<file path="config.mk">
export PLATFORM = sky130hd
export DESIGN_NAME = mdio_controller_flat
export DESIGN_NICKNAME = d
export VERILOG_FILES = /design/src/rtl/mdio_pkg.sv /design/src/rtl/mdio_controller_if.sv /design/src/rtl/mdio_controller_mdc_gen.sv /design/src/rtl/mdio_controller.sv /design/src/flat_wrapper.sv
export SDC_FILE = /design/constraint.sdc
export NUM_CORES = 1
export LEC_CHECK = 0
export CAP_MARGIN = 20
export CORE_ASPECT_RATIO = 1.25
export CORE_MARGIN = 4
export CORE_UTILIZATION = 50
export CTS_CLUSTER_SIZE = 20
export DETAILED_ROUTE_END_ITERATION = 6
export MAX_ROUTING_LAYER = met4
export PLACE_DENSITY_LB_ADDON = 0.1
export SETUP_SLACK_MARGIN = 0.5
export SYNTH_ARGS = -nofsm -noshare
export SYNTH_HDL_FRONTEND = slang
export SYNTH_SLANG_ARGS = --single-unit
</file>
<file path="constraint.sdc">
create_clock -name mac_clk -period 1.84 [get_ports mac_clk]
set_input_delay 0.368 -clock mac_clk [delete_from_list [all_inputs] [get_ports mac_clk]]
set_output_delay 0.368 -clock mac_clk [all_outputs]
set_load 0.05 [all_outputs]
</file>
<file path="src/rtl/mdio_pkg.sv">
// mdio_pkg: shared MDIO frame constants, controller state encodings and frame builder
package mdio_pkg;
  localparam int PREAMBLE_LEN = 32;
  localparam int FRAME_LEN = 64;
  localparam logic [1:0] ST = 2'b01;
  localparam logic [1:0] OP_WRITE = 2'b01;
  localparam logic [1:0] OP_READ = 2'b10;
  localparam logic [1:0] TA_WRITE = 2'b10;
  typedef logic [2:0] state_t;
  localparam state_t S_PHY_RST = 3'd0;
  localparam state_t S_PHY_WAIT = 3'd1;
  localparam state_t S_IDLE = 3'd2;
  localparam state_t S_SHIFT = 3'd3;
  localparam state_t S_DONE = 3'd4;
  // Read frames carry ones after REGAD; those bits are never driven since mdio_oe drops at TA.
  function automatic logic [FRAME_LEN-1:0] build_frame(input logic rd, input logic [4:0] pa,
                                                       input logic [4:0] ra, input logic [15:0] wd);
    return {{PREAMBLE_LEN{1'b1}}, ST, rd ? OP_READ : OP_WRITE, pa, ra,
            rd ? 2'b11 : TA_WRITE, rd ? 16'hFFFF : wd};
  endfunction
endpackage

</file>
<file path="src/rtl/mdio_controller_if.sv">
// mdio_controller_if: command/response handshake between a host and the MDIO controller
interface mdio_controller_if;
  logic cmd_valid;
  logic cmd_ready;
  logic cmd_read;
  logic [4:0] cmd_phy_addr;
  logic [4:0] cmd_reg_addr;
  logic [15:0] cmd_wdata;
  logic rsp_valid;
  logic [15:0] rsp_rdata;
  logic rsp_err;
  modport master (output cmd_valid, cmd_read, cmd_phy_addr, cmd_reg_addr, cmd_wdata,
                  input cmd_ready, rsp_valid, rsp_rdata, rsp_err);
  modport slave (input cmd_valid, cmd_read, cmd_phy_addr, cmd_reg_addr, cmd_wdata,
                 output cmd_ready, rsp_valid, rsp_rdata, rsp_err);
endinterface

</file>
<file path="src/rtl/mdio_controller_mdc_gen.sv">
// mdc_gen: MDC divider; rise/fall strobe in the last cycle before mdc toggles
module mdc_gen #(
  parameter int P_CLK_DIV = 25
) (
  input  logic mac_clk,
  input  logic rst,
  input  logic en,
  output logic mdc,
  output logic rise,
  output logic fall
);
  localparam int W = $clog2(P_CLK_DIV);
  logic [W-1:0] cnt_q, cnt_d;
  logic mdc_q, mdc_d, wrap;
  // half-period counter; disabled divider parks mdc low with the count cleared
  always_comb begin
    wrap = cnt_q == W'(P_CLK_DIV - 1);
    cnt_d = (!en || wrap) ? '0 : cnt_q + 1'b1;
    mdc_d = en && (wrap ? !mdc_q : mdc_q);
  end
  // divider state
  always_ff @(posedge mac_clk) begin
    if (rst) begin
      cnt_q <= '0;
      mdc_q <= 1'b0;
    end else begin
      cnt_q <= cnt_d;
      mdc_q <= mdc_d;
    end
  end
  assign mdc = mdc_q;
  assign rise = en && wrap && !mdc_q;
  assign fall = en && wrap && mdc_q;
endmodule

</file>
<file path="src/rtl/mdio_controller.sv">
// mdio_controller: PHY reset sequencing plus clause-22 MDIO read/write frame engine
module mdio_controller
  import mdio_pkg::*;
#(
  parameter int P_CLK_DIV = 25,
  parameter int P_PHY_RST_CYCLES = 125000,
  parameter int P_PHY_WAIT_CYCLES = 625000
) (
  input  logic mac_clk,
  input  logic rst,
  mdio_controller_if.slave bus,
  output logic busy,
  output logic phy_rst_n,
  output logic mdc,
  output logic mdio_o,
  output logic mdio_oe,
  input  logic mdio_i
);
  localparam int TMAX = P_PHY_RST_CYCLES > P_PHY_WAIT_CYCLES ? P_PHY_RST_CYCLES : P_PHY_WAIT_CYCLES;
  localparam int TW = $clog2(TMAX + 1);
  state_t state_q, state_d;
  logic [TW-1:0] tmr_q, tmr_d;
  logic [5:0] bit_q, bit_d;
  logic [FRAME_LEN-1:0] sh_q, sh_d;
  logic rd_q, rd_d, err_q, err_d;
  logic [15:0] rdata_q, rdata_d;
  logic rise, fall;
  mdc_gen #(.P_CLK_DIV(P_CLK_DIV)) u_mdc (
    .mac_clk(mac_clk),
    .rst(rst),
    .en(state_q == S_SHIFT),
    .mdc(mdc),
    .rise(rise),
    .fall(fall)
  );
  // sequencing: reset hold, post-reset wait, command accept, bit shifting, response
  always_comb begin
    state_d = state_q;
    tmr_d = tmr_q;
    bit_d = bit_q;
    sh_d = sh_q;
    rd_d = rd_q;
    err_d = err_q;
    rdata_d = rdata_q;
    case (state_q)
      S_PHY_RST: begin
        tmr_d = tmr_q == TW'(P_PHY_RST_CYCLES - 1) ? '0 : tmr_q + 1'b1;
        state_d = tmr_q == TW'(P_PHY_RST_CYCLES - 1) ? S_PHY_WAIT : S_PHY_RST;
      end
      S_PHY_WAIT: begin
        tmr_d = tmr_q == TW'(P_PHY_WAIT_CYCLES - 1) ? '0 : tmr_q + 1'b1;
        state_d = tmr_q == TW'(P_PHY_WAIT_CYCLES - 1) ? S_IDLE : S_PHY_WAIT;
      end
      S_IDLE: begin
        if (bus.cmd_valid) begin
          state_d = S_SHIFT;
          bit_d = '0;
          sh_d = build_frame(bus.cmd_read, bus.cmd_phy_addr, bus.cmd_reg_addr, bus.cmd_wdata);
          rd_d = bus.cmd_read;
          err_d = 1'b0;
          rdata_d = '0;
        end
      end
      S_SHIFT: begin
        if (rise && rd_q && bit_q == 6'd47) err_d = mdio_i;
        if (rise && rd_q && bit_q >= 6'd48) rdata_d = {rdata_q[14:0], mdio_i};
        if (fall) begin
          sh_d = {sh_q[FRAME_LEN-2:0], 1'b1};
          bit_d = bit_q + 1'b1;
          state_d = bit_q == 6'(FRAME_LEN - 1) ? S_DONE : S_SHIFT;
        end
      end
      S_DONE: state_d = S_IDLE;
      default: state_d = S_PHY_RST;
    endcase
  end
  // controller state; reset aborts any frame and restarts the PHY reset sequence
  always_ff @(posedge mac_clk) begin
    if (rst) begin
      state_q <= S_PHY_RST;
      tmr_q <= '0;
      bit_q <= '0;
      sh_q <= '1;
      rd_q <= 1'b0;
      err_q <= 1'b0;
      rdata_q <= '0;
    end else begin
      state_q <= state_d;
      tmr_q <= tmr_d;
      bit_q <= bit_d;
      sh_q <= sh_d;
      rd_q <= rd_d;
      err_q <= err_d;
      rdata_q <= rdata_d;
    end
  end
  assign bus.cmd_ready = state_q == S_IDLE;
  assign bus.rsp_valid = state_q == S_DONE;
  assign bus.rsp_rdata = rdata_q;
  assign bus.rsp_err = err_q;
  assign busy = state_q != S_IDLE;
  assign phy_rst_n = state_q != S_PHY_RST;
  assign mdio_o = state_q == S_SHIFT ? sh_q[FRAME_LEN-1] : 1'b1;
  assign mdio_oe = state_q == S_SHIFT && (!rd_q || bit_q < 6'd46);
endmodule

</file>
<file path="src/flat_wrapper.sv">
// flat-port wrapper written by rule: the top's interface ports become plain ports
module mdio_controller_flat import mdio_pkg::*;
#(
  parameter int P_CLK_DIV = 25,
  parameter int P_PHY_RST_CYCLES = 125000,
  parameter int P_PHY_WAIT_CYCLES = 625000
)
  (mac_clk, rst, busy, phy_rst_n, mdc, mdio_o, mdio_oe, mdio_i, bus_cmd_valid, bus_cmd_read, bus_cmd_phy_addr, bus_cmd_reg_addr, bus_cmd_wdata, bus_cmd_ready, bus_rsp_valid, bus_rsp_rdata, bus_rsp_err);
  mdio_controller_if bus_i ();
  input  logic mac_clk;
  input  logic rst;
  output logic busy;
  output logic phy_rst_n;
  output logic mdc;
  output logic mdio_o;
  output logic mdio_oe;
  input  logic mdio_i;
  input wire logic [$bits(bus_i.cmd_valid)-1:0] bus_cmd_valid;
  input wire logic [$bits(bus_i.cmd_read)-1:0] bus_cmd_read;
  input wire logic [$bits(bus_i.cmd_phy_addr)-1:0] bus_cmd_phy_addr;
  input wire logic [$bits(bus_i.cmd_reg_addr)-1:0] bus_cmd_reg_addr;
  input wire logic [$bits(bus_i.cmd_wdata)-1:0] bus_cmd_wdata;
  output wire logic [$bits(bus_i.cmd_ready)-1:0] bus_cmd_ready;
  output wire logic [$bits(bus_i.rsp_valid)-1:0] bus_rsp_valid;
  output wire logic [$bits(bus_i.rsp_rdata)-1:0] bus_rsp_rdata;
  output wire logic [$bits(bus_i.rsp_err)-1:0] bus_rsp_err;
  assign bus_i.cmd_valid = bus_cmd_valid;
  assign bus_i.cmd_read = bus_cmd_read;
  assign bus_i.cmd_phy_addr = bus_cmd_phy_addr;
  assign bus_i.cmd_reg_addr = bus_cmd_reg_addr;
  assign bus_i.cmd_wdata = bus_cmd_wdata;
  assign bus_cmd_ready = bus_i.cmd_ready;
  assign bus_rsp_valid = bus_i.rsp_valid;
  assign bus_rsp_rdata = bus_i.rsp_rdata;
  assign bus_rsp_err = bus_i.rsp_err;
  mdio_controller #(.P_CLK_DIV(P_CLK_DIV), .P_PHY_RST_CYCLES(P_PHY_RST_CYCLES), .P_PHY_WAIT_CYCLES(P_PHY_WAIT_CYCLES)) u_core (.mac_clk(mac_clk), .rst(rst), .bus(bus_i), .busy(busy), .phy_rst_n(phy_rst_n), .mdc(mdc), .mdio_o(mdio_o), .mdio_oe(mdio_oe), .mdio_i(mdio_i));
endmodule
</file>
==> report_table.html, run 1 <==
<table>
<tr><th>Metric</th><th>Value</th></tr>
<tr><th colspan="2">Synth</th></tr>
<tr><td>Post-Synthesis Mean Instance Area</td><td>8.21 um2</td></tr>
<tr><td>Async SR Flop Fraction</td><td>0%</td></tr>
<tr><td>Synth Register Bits</td><td>117</td></tr>
<tr><td>Count of warnings emitted by yosys</td><td>0</td></tr>
<tr><td>Primary FF master, synth</td><td>dfxtp_1</td></tr>
<tr><td>Synthesized Nets</td><td>639</td></tr>
<tr><td>Leading cell type by number of instances after synthesis</td><td>dfxtp_1</td></tr>
<tr><td>Post-synth cell types</td><td>55</td></tr>
<tr><td>Share of synthesized area occupied by flip-flops and latches</td><td>47.2%</td></tr>
<tr><td>Synth area leaders</td><td>dfxtp_1, nand2_1, nor3_1</td></tr>
<tr><td>Ranking of synthesized cells by instance count</td><td>dfxtp_1, nand2_1, nor2_1</td></tr>
<tr><td>Share of the synthesized area in the top cell type</td><td>47.2%</td></tr>
<tr><td>Post-synthesis instance area</td><td>0.00496 mm2</td></tr>
<tr><td>Synthesized instance count</td><td>604</td></tr>
<tr><td>EDFF count, synth</td><td>0</td></tr>
<tr><td>Library cell occupying the most area in the post-synthesis netlist</td><td>dfxtp_1</td></tr>
<tr><th colspan="2">Global route</th></tr>
<tr><td>Overflow left after global routing</td><td>52</td></tr>
<tr><td>Maximum number of pins on one net before global-route repair</td><td>40</td></tr>
<tr><td>Antenna violations before repair</td><td>1</td></tr>
<tr><td>Global-route usage over all layers</td><td>69.6%</td></tr>
<tr><th colspan="2">Clock network</th></tr>
<tr><td>Sinks on Clock Net</td><td>117</td></tr>
<tr><td>Cell at the root of the clock tree</td><td>clkbuf_16</td></tr>
<tr><td>H-tree levels</td><td>4</td></tr>
<tr><td>Cts hold-fix bufs</td><td>0</td></tr>
<tr><td>CTS Buf Count</td><td>17</td></tr>
<tr><td>Clk buf depth</td><td>2</td></tr>
<tr><th colspan="2">STA</th></tr>
<tr><td>Crit. endpoint post-GRT repair</td><td>phy_rst_n</td></tr>
<tr><td>Type of pin the worst path ends at</td><td>primary output</td></tr>
<tr><th colspan="2">Place</th></tr>
<tr><td>Quantity of I/O buffers inserted on ports</td><td>54</td></tr>
<tr><td>Estimated wirelength of the detail-placed design</td><td>7520 um</td></tr>
<tr><td>Placer's final routability congestion estimate</td><td>0.851</td></tr>
<tr><th colspan="2">Status</th></tr>
<tr><td>Run status</td><td>aborted with a tool error</td></tr>
<tr><td>Stopped at</td><td>5_1_grt</td></tr>
<tr><td>Error text reported by the tool</td><td>[ERROR GRT-0232] Routing congestion too high. Check the congestion heatmap in the GUI.</td></tr>
<tr><th colspan="2">Floorplan</th></tr>
<tr><td>Top-Level Pins</td><td>55</td></tr>
<tr><td>Die boundary width</td><td>97.1 um</td></tr>
<tr><td>Starting utilization of the core area</td><td>51.3%</td></tr>
<tr><td>DIE HEIGHT</td><td>119 um</td></tr>
<tr><td>Std-Cell Rows</td><td>40</td></tr>
</table>
## what timing repair did
item | in CTS
pin swaps | 61
buffers inserted | 42
resized for setup | 261
endpoints found under the setup margin | 125
cloned | 16
## through the flow
stage / hold WS (ns) / utilization [%] / instances / area, um2 / worst slack, ns
2_1_floorplan: 0.416 / - / 604 / 5330 / 0.0354
3_3_place_gp: 0.429 / 63.2 / 782 / 6110 / -0.139
3_5_place_dp: 0.439 / 63.2 / 782 / 6110 / -0.183
4_1_cts: 0.476 / 88.7 / 871 / 8570 / -0.0369
## per-layer routing
layer  GRT usage, %  overflow
met5              -         -
met4           78.1        27
met3           46.2         0
met2           88.7        25
met1           64.6         0
## kinds of logic after synthesis
logic type                 Yosys count  share of synthesized area [%]
DFF                                117                           47.2
buffers and inverters               56                           4.77
adders and majority gates            4                           1.01
and+or+nand+nor                    312                           30.3
muxes                                2                          0.404
xor gates and xnor gates            17                           3.00
AOI/OAI and AO/OA                   96                           13.3
==> run 2, diff against run 1 <==
--- a/config.mk
+++ b/config.mk
@@ -6,14 +6,10 @@
 export NUM_CORES = 1
 export LEC_CHECK = 0
 export CAP_MARGIN = 20
-export CORE_ASPECT_RATIO = 1.25
 export CORE_MARGIN = 4
-export CORE_UTILIZATION = 50
-export CTS_CLUSTER_SIZE = 20
+export CORE_UTILIZATION = 35
 export DETAILED_ROUTE_END_ITERATION = 6
-export MAX_ROUTING_LAYER = met4
-export PLACE_DENSITY_LB_ADDON = 0.1
-export SETUP_SLACK_MARGIN = 0.5
+export PLACE_DENSITY_LB_ADDON = 0.15
 export SYNTH_ARGS = -nofsm -noshare
 export SYNTH_HDL_FRONTEND = slang
 export SYNTH_SLANG_ARGS = --single-unit
==> constraint.sdc (replaced) <==
create_clock -name mac_clk -period 2.4 [get_ports mac_clk]
set_input_delay 0.48 -clock mac_clk [delete_from_list [all_inputs] [get_ports mac_clk]]
set_output_delay 0.48 -clock mac_clk [all_outputs]
set_load 0.05 [all_outputs]
==> report_table.html, run 2 <==
<table>
<tr><th>Metric</th><th>Value</th></tr>
<tr><th colspan="2">Status</th></tr>
<tr><td>Run status</td><td>complete, no violations</td></tr>
<tr><th colspan="2">Pwr</th></tr>
<tr><td>Relative contribution of combinational cells to total power</td><td>2.8%</td></tr>
<tr><td>Worst IR Drop VDD</td><td>0.497 mV</td></tr>
<tr><td>Net Sw Frac</td><td>19.6%</td></tr>
<tr><td>Clock power share</td><td>55.2%</td></tr>
<tr><td>Leakage power of the design</td><td>0.00243 uW</td></tr>
<tr><td>Share of total power in sequential cells</td><td>42.0%</td></tr>
<tr><td>Final Total Pwr</td><td>4650 uW</td></tr>
<tr><td>Pwr per Cell Area</td><td>734 mW/mm2</td></tr>
<tr><td>Internal Pwr Total</td><td>3740 uW</td></tr>
<tr><td>Net Switching</td><td>911 uW</td></tr>
<tr><th colspan="2">Worst hold path</th></tr>
<tr><td>Hold Crit Class</td><td>reg -&gt; reg</td></tr>
<tr><td>Hold Crit Start</td><td>u_core.u_mdc.cnt_q[0]$_SDFF_PP0_</td></tr>
<tr><th colspan="2">Floorplan</th></tr>
<tr><td>Std-Cell Rows</td><td>43 (+7.5%)</td></tr>
<tr><td>Die Outline Area</td><td>0.0161 mm2</td></tr>
<tr><td>Starting utilization of the core area</td><td>35.7% (-16 points)</td></tr>
<tr><td>Placeable core region</td><td>0.0139 mm2</td></tr>
<tr><td>Top-Level Pins</td><td>55 (unchanged)</td></tr>
<tr><td>DIE HEIGHT</td><td>127 um (+6.4%)</td></tr>
<tr><td>Die boundary width</td><td>127 um (+31%)</td></tr>
<tr><th colspan="2">Global route</th></tr>
<tr><td>Maximum number of pins on one net before global-route repair</td><td>70</td></tr>
<tr><td>Antenna violations before repair</td><td>0</td></tr>
<tr><td>Global-route wire length before repair</td><td>19700 um</td></tr>
<tr><td>Vias in the first global route</td><td>4143</td></tr>
<tr><td>Overflow left after global routing</td><td>0</td></tr>
<tr><td>Global-route usage over all layers</td><td>15.0%</td></tr>
<tr><th colspan="2">Synth</th></tr>
<tr><td>EDFF count, synth</td><td>0 (unchanged)</td></tr>
<tr><td>Async SR Flop Fraction</td><td>0% (unchanged)</td></tr>
<tr><td>Library cell occupying the most area in the post-synthesis netlist</td><td>dfxtp_1</td></tr>
<tr><td>Leading cell type by number of instances after synthesis</td><td>dfxtp_1</td></tr>
<tr><td>Share of the synthesized area in the top cell type</td><td>47.2% (unchanged)</td></tr>
<tr><td>Synth Register Bits</td><td>117 (unchanged)</td></tr>
<tr><td>Post-Synthesis Mean Instance Area</td><td>8.21 um2 (unchanged)</td></tr>
<tr><td>Synthesized Nets</td><td>639 (unchanged)</td></tr>
<tr><td>Ranking of synthesized cells by instance count</td><td>dfxtp_1, nand2_1, nor2_1</td></tr>
<tr><td>Count of warnings emitted by yosys</td><td>0 (unchanged)</td></tr>
<tr><td>Post-synthesis instance area</td><td>0.00496 mm2 (unchanged)</td></tr>
<tr><td>Synth area leaders</td><td>dfxtp_1, nand2_1, nor3_1</td></tr>
<tr><td>Post-synth cell types</td><td>55 (unchanged)</td></tr>
<tr><td>Primary FF master, synth</td><td>dfxtp_1</td></tr>
<tr><td>Synthesized instance count</td><td>604 (unchanged)</td></tr>
<tr><td>Share of synthesized area occupied by flip-flops and latches</td><td>47.2% (unchanged)</td></tr>
<tr><th colspan="2">Cells and area</th></tr>
<tr><td>Commonest cells after routing, fill and taps aside</td><td>dfxtp_1, nand2_1, nor2_1</td></tr>
<tr><td>Flip-flop count of the largest register, all copies and words added</td><td>64</td></tr>
<tr><td>Final core utilization</td><td>45.7%</td></tr>
<tr><td>Area added between synthesis and finish</td><td>27.9%</td></tr>
<tr><td>Antenna diode count</td><td>0</td></tr>
<tr><td>Fillers</td><td>1378</td></tr>
<tr><td>Register name with the most flops</td><td>u_core.sh_q</td></tr>
<tr><td>Layout cell share with drive strength beyond 1</td><td>9.76%</td></tr>
<tr><td>Most common cell after layout, fill and taps aside</td><td>dfxtp_1</td></tr>
<tr><td>Final net count</td><td>689</td></tr>
<tr><th colspan="2">Drt</th></tr>
<tr><td>DRC errors left</td><td>0</td></tr>
<tr><td>Per-cell routed wire length</td><td>13.5 um</td></tr>
<tr><td>Detailed-route wire length</td><td>11400 um</td></tr>
<tr><td>Detailed Route Iter0 Violations</td><td>367</td></tr>
<tr><td>ANT nets after route</td><td>0</td></tr>
<tr><td>Detailed-router iteration count before antenna repair</td><td>5</td></tr>
<tr><td>DR vias/cell</td><td>5.18</td></tr>
<tr><td>Via Count</td><td>4380</td></tr>
<tr><th colspan="2">STA</th></tr>
<tr><td>Total count of max-transition violations in the final report</td><td>0</td></tr>
<tr><td>Maximum clock frequency</td><td>434 MHz</td></tr>
<tr><td>Clk_skew</td><td>0.00810 ns</td></tr>
<tr><td>Unrepaired setup endpoints after global routing</td><td>no</td></tr>
<tr><td>Smallest setup slack after layout</td><td>0.0948 ns</td></tr>
<tr><td>Remaining max-slew budget at the tightest pin</td><td>64.1%</td></tr>
<tr><td>Final hold viol count</td><td>0</td></tr>
<tr><td>Final critical path time including I/O delays and setup</td><td>2.31 ns</td></tr>
<tr><td>Final setup TNS</td><td>0 ns</td></tr>
<tr><td>Final worst path period share</td><td>96.0%</td></tr>
<tr><td>Worst Max-Slew Pin Slew</td><td>0.537 ns</td></tr>
<tr><td>Setup-violating endpoint count in the final report</td><td>0</td></tr>
<tr><th colspan="2">Setup path</th></tr>
<tr><td>Master of the slowest instance on the critical path</td><td>clkdlybuf4s50_1</td></tr>
<tr><td>Capturing element type of the critical path</td><td>output pin</td></tr>
<tr><td>CP peak stage delay</td><td>0.88 ns</td></tr>
<tr><td>Cell-by-cell listing of the critical path</td><td>clkdlybuf4s50_1</td></tr>
<tr><td>Launching element type of the critical path</td><td>register</td></tr>
<tr><td>Buffering stage count on the worst path with inverters included</td><td>1</td></tr>
<tr><td>Crit-path max FO</td><td>8</td></tr>
<tr><td>Crit path from</td><td>u_core.u_mdc.mdc$_SDFF_PP0_</td></tr>
<tr><td>WS Path Type</td><td>reg -&gt; out</td></tr>
<tr><td>Required @ worst endpoint</td><td>1.92 ns</td></tr>
<tr><td>Family with the most delay on the worst path</td><td>buffers and inverters</td></tr>
<tr><td>Critical R2R Launch</td><td>u_core.state_q[1]$_SDFFE_PP0P_</td></tr>
<tr><td>Critical path arrival</td><td>1.83 ns</td></tr>
<tr><th colspan="2">Run</th></tr>
<tr><td>Count of max-cap constraint violations</td><td>0</td></tr>
<tr><th colspan="2">Place</th></tr>
<tr><td>Estimated wirelength of the detail-placed design</td><td>7280 um (-3.1%)</td></tr>
<tr><td>Placer's final routability congestion estimate</td><td>0.821 (-3.5%)</td></tr>
<tr><td>Worst setup timing slack at the placement stage</td><td>0.197 ns (+0.379 ns)</td></tr>
<tr><td>Quantity of I/O buffers inserted on ports</td><td>54 (unchanged)</td></tr>
<tr><th colspan="2">Clock network</th></tr>
<tr><td>Worst-path clk slew</td><td>0.05 ns</td></tr>
<tr><td>Worst-skew pair later-pin latency</td><td>0.41 ns</td></tr>
<tr><td>Clk buf depth</td><td>2 (unchanged)</td></tr>
<tr><td>Sinks on Clock Net</td><td>117 (unchanged)</td></tr>
<tr><td>TritonCTS clock tree</td><td>done</td></tr>
<tr><td>Cell at the root of the clock tree</td><td>clkbuf_16</td></tr>
<tr><td>CTS Buf Count</td><td>17 (unchanged)</td></tr>
<tr><td>Cts hold-fix bufs</td><td>0 (unchanged)</td></tr>
<tr><td>H-tree levels</td><td>4 (unchanged)</td></tr>
</table>
==> run 2: cell counts after synthesis <==
Identical to the previous run, type by type.
==> run 2: layer usage <==
metal / vias up / global-route usage, % / share of wire (%)
li1: 2229 / - / -
met5: - / 0 / 0
met3: 10 / 5.52 / 5.2
met4: 0 / 6.12 / 1.4
met2: 76 / 23.2 / 45
met1: 2065 / 18.9 / 49
==> run 2: cells by family (layout without fill, tap and decap cells) <==
kind of cell	count (synthesis)	count (layout)	share of synthesized area, %
AND/OR/NAND/NOR	312	312	30.3
flip-flops	117	117	47.2
AO/OA/AOI/OAI	96	96	13.3
buffers and inverters	56	118	4.77
XOR/XNOR	17	17	3.00
adder cells (fa/ha/maj)	4	4	1.01
multiplexers	2	2	0.404
==> run 2: final timing paths <==
kind                                                         end  slack [ns]  cells past startpoint
worst min register to register  u_core.u_mdc.cnt_q[0]$_SDFF_PP0_        0.46                      1
worst min-delay path            u_core.u_mdc.cnt_q[0]$_SDFF_PP0_        0.46                      1
worst max-delay path                                         mdc        0.09                      1
worst max register to register     u_core.tmr_q[16]$_SDFFE_PP0P_        0.32                      4
==> run 2: final cells by class <==
type | instances | area, um2 | share of cell area [%]
clock inverters | 10 | 128 | 2.01
multi-input cells | 431 | 2390 | 37.7
flip-flops and latches | 117 | 2340 | 36.9
inverters | 14 | 52.6 | 0.829
well taps | 180 | 225 | 3.55
repair buffers | 73 | 719 | 11.3
clock buffers | 21 | 480 | 7.58
==> run 2: what timing repair did <==
| action | in CTS | in global routing |
|---|---|---|
| resized for setup | 1 | 0 |
| endpoints found under the setup margin | 1 | 0 |
| buffers inserted | 0 | 0 |
==> run 2: metrics by stage <==
step / cell area (um2) / std cells / hold slack [ns]
floorplan: 4960 / 604 / 0.430
global placement: 5730 / 815 / 0.440
detailed placement: 5730 / 815 / 0.454
CTS: 6340 / 846 / 0.464
global route: 6340 / 846 / 0.478
finish: 6340 / 846 / 0.461
==> run 2: power groups by stage <==
stage	Combinational [uW]	Sequential, uW	Clock (uW)
finish	132	1950	2570
CTS	134	1950	2650
floorplan	52.4	1990	0
global route	146	1950	2750
detailed placement	133	1990	0
global placement	134	1990	0
Note: power is estimated with default switching activity, not from simulation.
==> run 3, diff against run 2 <==
--- a/config.mk
+++ b/config.mk
@@ -5,7 +5,7 @@
 export SDC_FILE = /design/constraint.sdc
 export NUM_CORES = 1
 export LEC_CHECK = 0
-export CAP_MARGIN = 20
+export CAP_MARGIN = 30
 export CORE_MARGIN = 4
 export CORE_UTILIZATION = 35
 export DETAILED_ROUTE_END_ITERATION = 6
==> results of run 3 <==
No change in the layout: final DEF, timing and power equal those of run 2.
==> run 4, diff against run 3 <==
--- a/config.mk
+++ b/config.mk
@@ -9,6 +9,7 @@
 export CORE_MARGIN = 4
 export CORE_UTILIZATION = 35
 export DETAILED_ROUTE_END_ITERATION = 6
+export MAX_ROUTING_LAYER = met4
 export PLACE_DENSITY_LB_ADDON = 0.15
 export SYNTH_ARGS = -nofsm -noshare
 export SYNTH_HDL_FRONTEND = slang
==> report_table.html, run 4 (same netlist as run 2, synthesis figures left out) <==
<table>
<tr><th>Metric</th><th>Value</th></tr>
<tr><th colspan="2">Clock network</th></tr>
<tr><td>Cell at the root of the clock tree</td><td>clkbuf_16</td></tr>
<tr><td>Cts hold-fix bufs</td><td>0 (unchanged)</td></tr>
<tr><td>Post-CTS setup buffers</td><td>0 (unchanged)</td></tr>
<tr><td>Worst-skew pair later-pin latency</td><td>0.41 ns (about the same)</td></tr>
<tr><td>TritonCTS clock tree</td><td>done</td></tr>
<tr><td>CTS Buf Count</td><td>17 (unchanged)</td></tr>
<tr><td>Clk buf depth</td><td>2 (unchanged)</td></tr>
<tr><td>Worst-path clk slew</td><td>0.05 ns (about the same)</td></tr>
<tr><td>H-tree levels</td><td>4 (unchanged)</td></tr>
<tr><td>Sinks on Clock Net</td><td>117 (unchanged)</td></tr>
<tr><th colspan="2">STA</th></tr>
<tr><td>Maximum clock frequency</td><td>434 MHz (about the same)</td></tr>
<tr><td>Worst Max-Slew Pin Slew</td><td>0.529 ns (-0.00811 ns)</td></tr>
<tr><td>Final-layout worst hold slack</td><td>0.462 ns (+0.0000900 ns)</td></tr>
<tr><td>Total count of max-transition violations in the final report</td><td>0 (unchanged)</td></tr>
<tr><td>Final critical path time including I/O delays and setup</td><td>2.31 ns (+0.00153 ns)</td></tr>
<tr><td>Clk_skew</td><td>0.00713 ns (-0.000966 ns)</td></tr>
<tr><td>Setup-violating endpoint count in the final report</td><td>0 (unchanged)</td></tr>
<tr><td>Final setup TNS</td><td>0 ns (unchanged)</td></tr>
<tr><td>Unrepaired setup endpoints after global routing</td><td>no</td></tr>
<tr><td>Final hold viol count</td><td>0 (unchanged)</td></tr>
<tr><td>Final worst path period share</td><td>96.1% (about the same)</td></tr>
<tr><td>Remaining max-slew budget at the tightest pin</td><td>64.4% (+0.28 points)</td></tr>
<tr><th colspan="2">Cells and area</th></tr>
<tr><td>Most common cell after layout, fill and taps aside</td><td>dfxtp_1</td></tr>
<tr><td>Register name with the most flops</td><td>u_core.sh_q</td></tr>
<tr><td>Flip-flop count of the largest register, all copies and words added</td><td>64 (unchanged)</td></tr>
<tr><td>Antenna diode count</td><td>0 (unchanged)</td></tr>
<tr><td>Fillers</td><td>1378 (unchanged)</td></tr>
<tr><td>Footprint of the multi-input gates</td><td>0.00239 mm2 (unchanged)</td></tr>
<tr><td>Fin cells</td><td>846 (unchanged)</td></tr>
<tr><td>Final net count</td><td>689 (unchanged)</td></tr>
<tr><td>Post-route cell area</td><td>0.00634 mm2 (unchanged)</td></tr>
<tr><td>Area of all sequential standard cells</td><td>0.00234 mm2 (unchanged)</td></tr>
<tr><td>Commonest cells after routing, fill and taps aside</td><td>dfxtp_1, nand2_1, nor2_1</td></tr>
<tr><td>Layout cell share with drive strength beyond 1</td><td>9.76% (unchanged)</td></tr>
<tr><td>Area added between synthesis and finish</td><td>27.9% (unchanged)</td></tr>
<tr><td>Final core utilization</td><td>45.7% (unchanged)</td></tr>
<tr><th colspan="2">Pwr</th></tr>
<tr><td>Worst IR Drop VDD</td><td>0.498 mV (+0.23%)</td></tr>
<tr><td>Relative contribution of combinational cells to total power</td><td>2.8% (about the same)</td></tr>
<tr><td>Net Sw Frac</td><td>19.5% (-0.034 points)</td></tr>
<tr><td>Pwr per Cell Area</td><td>734 mW/mm2 (about the same)</td></tr>
<tr><td>Net Switching</td><td>909 uW (-0.22%)</td></tr>
<tr><td>Share of total power in sequential cells</td><td>42.0% (about the same)</td></tr>
<tr><td>Clock power share</td><td>55.2% (about the same)</td></tr>
<tr><td>Internal Pwr Total</td><td>3740 uW (about the same)</td></tr>
<tr><td>Leakage power of the design</td><td>0.00243 uW (unchanged)</td></tr>
<tr><th colspan="2">Floorplan</th></tr>
<tr><td>DIE HEIGHT</td><td>127 um (unchanged)</td></tr>
<tr><td>Die Outline Area</td><td>0.0161 mm2 (unchanged)</td></tr>
<tr><td>Std-Cell Rows</td><td>43 (unchanged)</td></tr>
<tr><td>Placeable core region</td><td>0.0139 mm2 (unchanged)</td></tr>
<tr><td>Top-Level Pins</td><td>55 (unchanged)</td></tr>
<tr><td>Die boundary width</td><td>127 um (unchanged)</td></tr>
<tr><td>Starting utilization of the core area</td><td>35.7% (unchanged)</td></tr>
<tr><th colspan="2">Place</th></tr>
<tr><td>Placer's final routability congestion estimate</td><td>0.834 (+1.5%)</td></tr>
<tr><td>Placed cell area</td><td>0.00573 mm2 (unchanged)</td></tr>
<tr><td>Quantity of I/O buffers inserted on ports</td><td>54 (unchanged)</td></tr>
<tr><td>Estimated wirelength of the detail-placed design</td><td>7280 um (unchanged)</td></tr>
<tr><td>DP Cell Count</td><td>815 (unchanged)</td></tr>
<tr><th colspan="2">Drt</th></tr>
<tr><td>Top Metal Used</td><td>met4</td></tr>
<tr><td>ANT nets after route</td><td>0 (unchanged)</td></tr>
<tr><td>Via Count</td><td>4402 (+0.50%)</td></tr>
<tr><td>Detailed Route Iter0 Violations</td><td>332 (-9.5%)</td></tr>
<tr><td>Detailed-route wire length</td><td>11500 um (+0.10%)</td></tr>
<tr><td>Per-cell routed wire length</td><td>13.5 um (+0.10%)</td></tr>
<tr><td>Detailed-router iteration count before antenna repair</td><td>6 (+1)</td></tr>
<tr><td>DR vias/cell</td><td>5.20 (+0.50%)</td></tr>
<tr><td>Met3 routed WL</td><td>634 um (+6.9%)</td></tr>
<tr><td>Met2 wire len</td><td>5140 um (+0.29%)</td></tr>
<tr><td>DRC errors left</td><td>0 (unchanged)</td></tr>
<tr><td>Metal-1 WL</td><td>5480 um (-1.5%)</td></tr>
<tr><th colspan="2">Setup path</th></tr>
<tr><td>Cell-by-cell listing of the critical path</td><td>clkdlybuf4s50_1</td></tr>
<tr><td>CP peak stage delay</td><td>0.88 ns (about the same)</td></tr>
<tr><td>Master of the slowest instance on the critical path</td><td>clkdlybuf4s50_1</td></tr>
<tr><td>Family with the most delay on the worst path</td><td>buffers and inverters</td></tr>
<tr><td>Capturing element type of the critical path</td><td>output pin</td></tr>
<tr><td>Required @ worst endpoint</td><td>1.92 ns (about the same)</td></tr>
<tr><td>Crit-path max FO</td><td>8 (unchanged)</td></tr>
<tr><td>WS Path Type</td><td>reg -&gt; out</td></tr>
<tr><td>Launching element type of the critical path</td><td>register</td></tr>
<tr><td>Critical path arrival</td><td>1.83 ns (about the same)</td></tr>
<tr><td>Buffering stage count on the worst path with inverters included</td><td>1 (unchanged)</td></tr>
<tr><th colspan="2">Worst hold path</th></tr>
<tr><td>Hold Crit Class</td><td>reg -&gt; reg</td></tr>
<tr><th colspan="2">Status</th></tr>
<tr><td>Run status</td><td>complete, no violations</td></tr>
<tr><th colspan="2">Global route</th></tr>
<tr><td>Overflow left after global routing</td><td>0 (unchanged)</td></tr>
<tr><td>Maximum number of pins on one net before global-route repair</td><td>70 (unchanged)</td></tr>
<tr><td>Global-route wire length before repair</td><td>19700 um (about the same)</td></tr>
<tr><td>Antenna violations before repair</td><td>0 (unchanged)</td></tr>
<tr><td>Vias in the first global route</td><td>4130 (-0.31%)</td></tr>
<tr><td>Global-route usage over all layers</td><td>15.4% (+0.40 points)</td></tr>
<tr><th colspan="2">Run</th></tr>
<tr><td>Count of max-cap constraint violations</td><td>0 (unchanged)</td></tr>
</table>
==> run 4: per-stage QoR <==
stage                     power [uW]  setup slack (ns)
final                           4650            0.0933
after global routing            4840            0.0323
after CTS                       4740            0.0563
after detailed placement        2130             0.197
after global placement          2130             0.226
after floorplan                 2050             0.144
==> run 4: cell type report <==
cell class,instances,area share [%]
Inverter,14,0.829
Clock inverter,10,2.01
Clock buffer,21,7.58
Sequential cell,117,36.9
Multi-Input combinational cell,431,37.7
Timing Repair Buffer,73,11.3
Tap cell,180,3.55
==> run 4: routing by layer <==
| layer | track usage [%] | up-vias |
|---|---|---|
| met4 | 6.50 | 0 |
| li1 | - | 2231 |
| met5 | - | - |
| met2 | 23.2 | 104 |
| met3 | 5.06 | 16 |
| met1 | 18.9 | 2051 |
==> run 4: what timing repair did <==
action | CTS | global route
gates resized for setup | 1 | 0
hold endpoints to repair | 0 | 0
endpoints found under the setup margin | 1 | 0
==> run 4: path summary, 6_finish.rpt <==
check,start,to,slack [ns],cells past startpoint
setup / recovery,u_core.u_mdc.mdc$_SDFF_PP0_,mdc,0.09,1
hold / removal,u_core.u_mdc.cnt_q[0]$_SDFF_PP0_,u_core.u_mdc.cnt_q[0]$_SDFF_PP0_,0.46,1
setup reg to reg,u_core.state_q[1]$_SDFFE_PP0P_,u_core.tmr_q[16]$_SDFFE_PP0P_,0.32,4
hold reg to reg,u_core.u_mdc.cnt_q[0]$_SDFF_PP0_,u_core.u_mdc.cnt_q[0]$_SDFF_PP0_,0.46,1
==> run 4: power by group through the flow <==
stage | logic [uW] | registers [uW] | clock network, uW
finish | 132 | 1950 | 2570
CTS | 134 | 1950 | 2650
global route | 146 | 1950 | 2740
floorplan | 52.4 | 1990 | 0
global placement | 134 | 1990 | 0
detailed placement | 133 | 1990 | 0
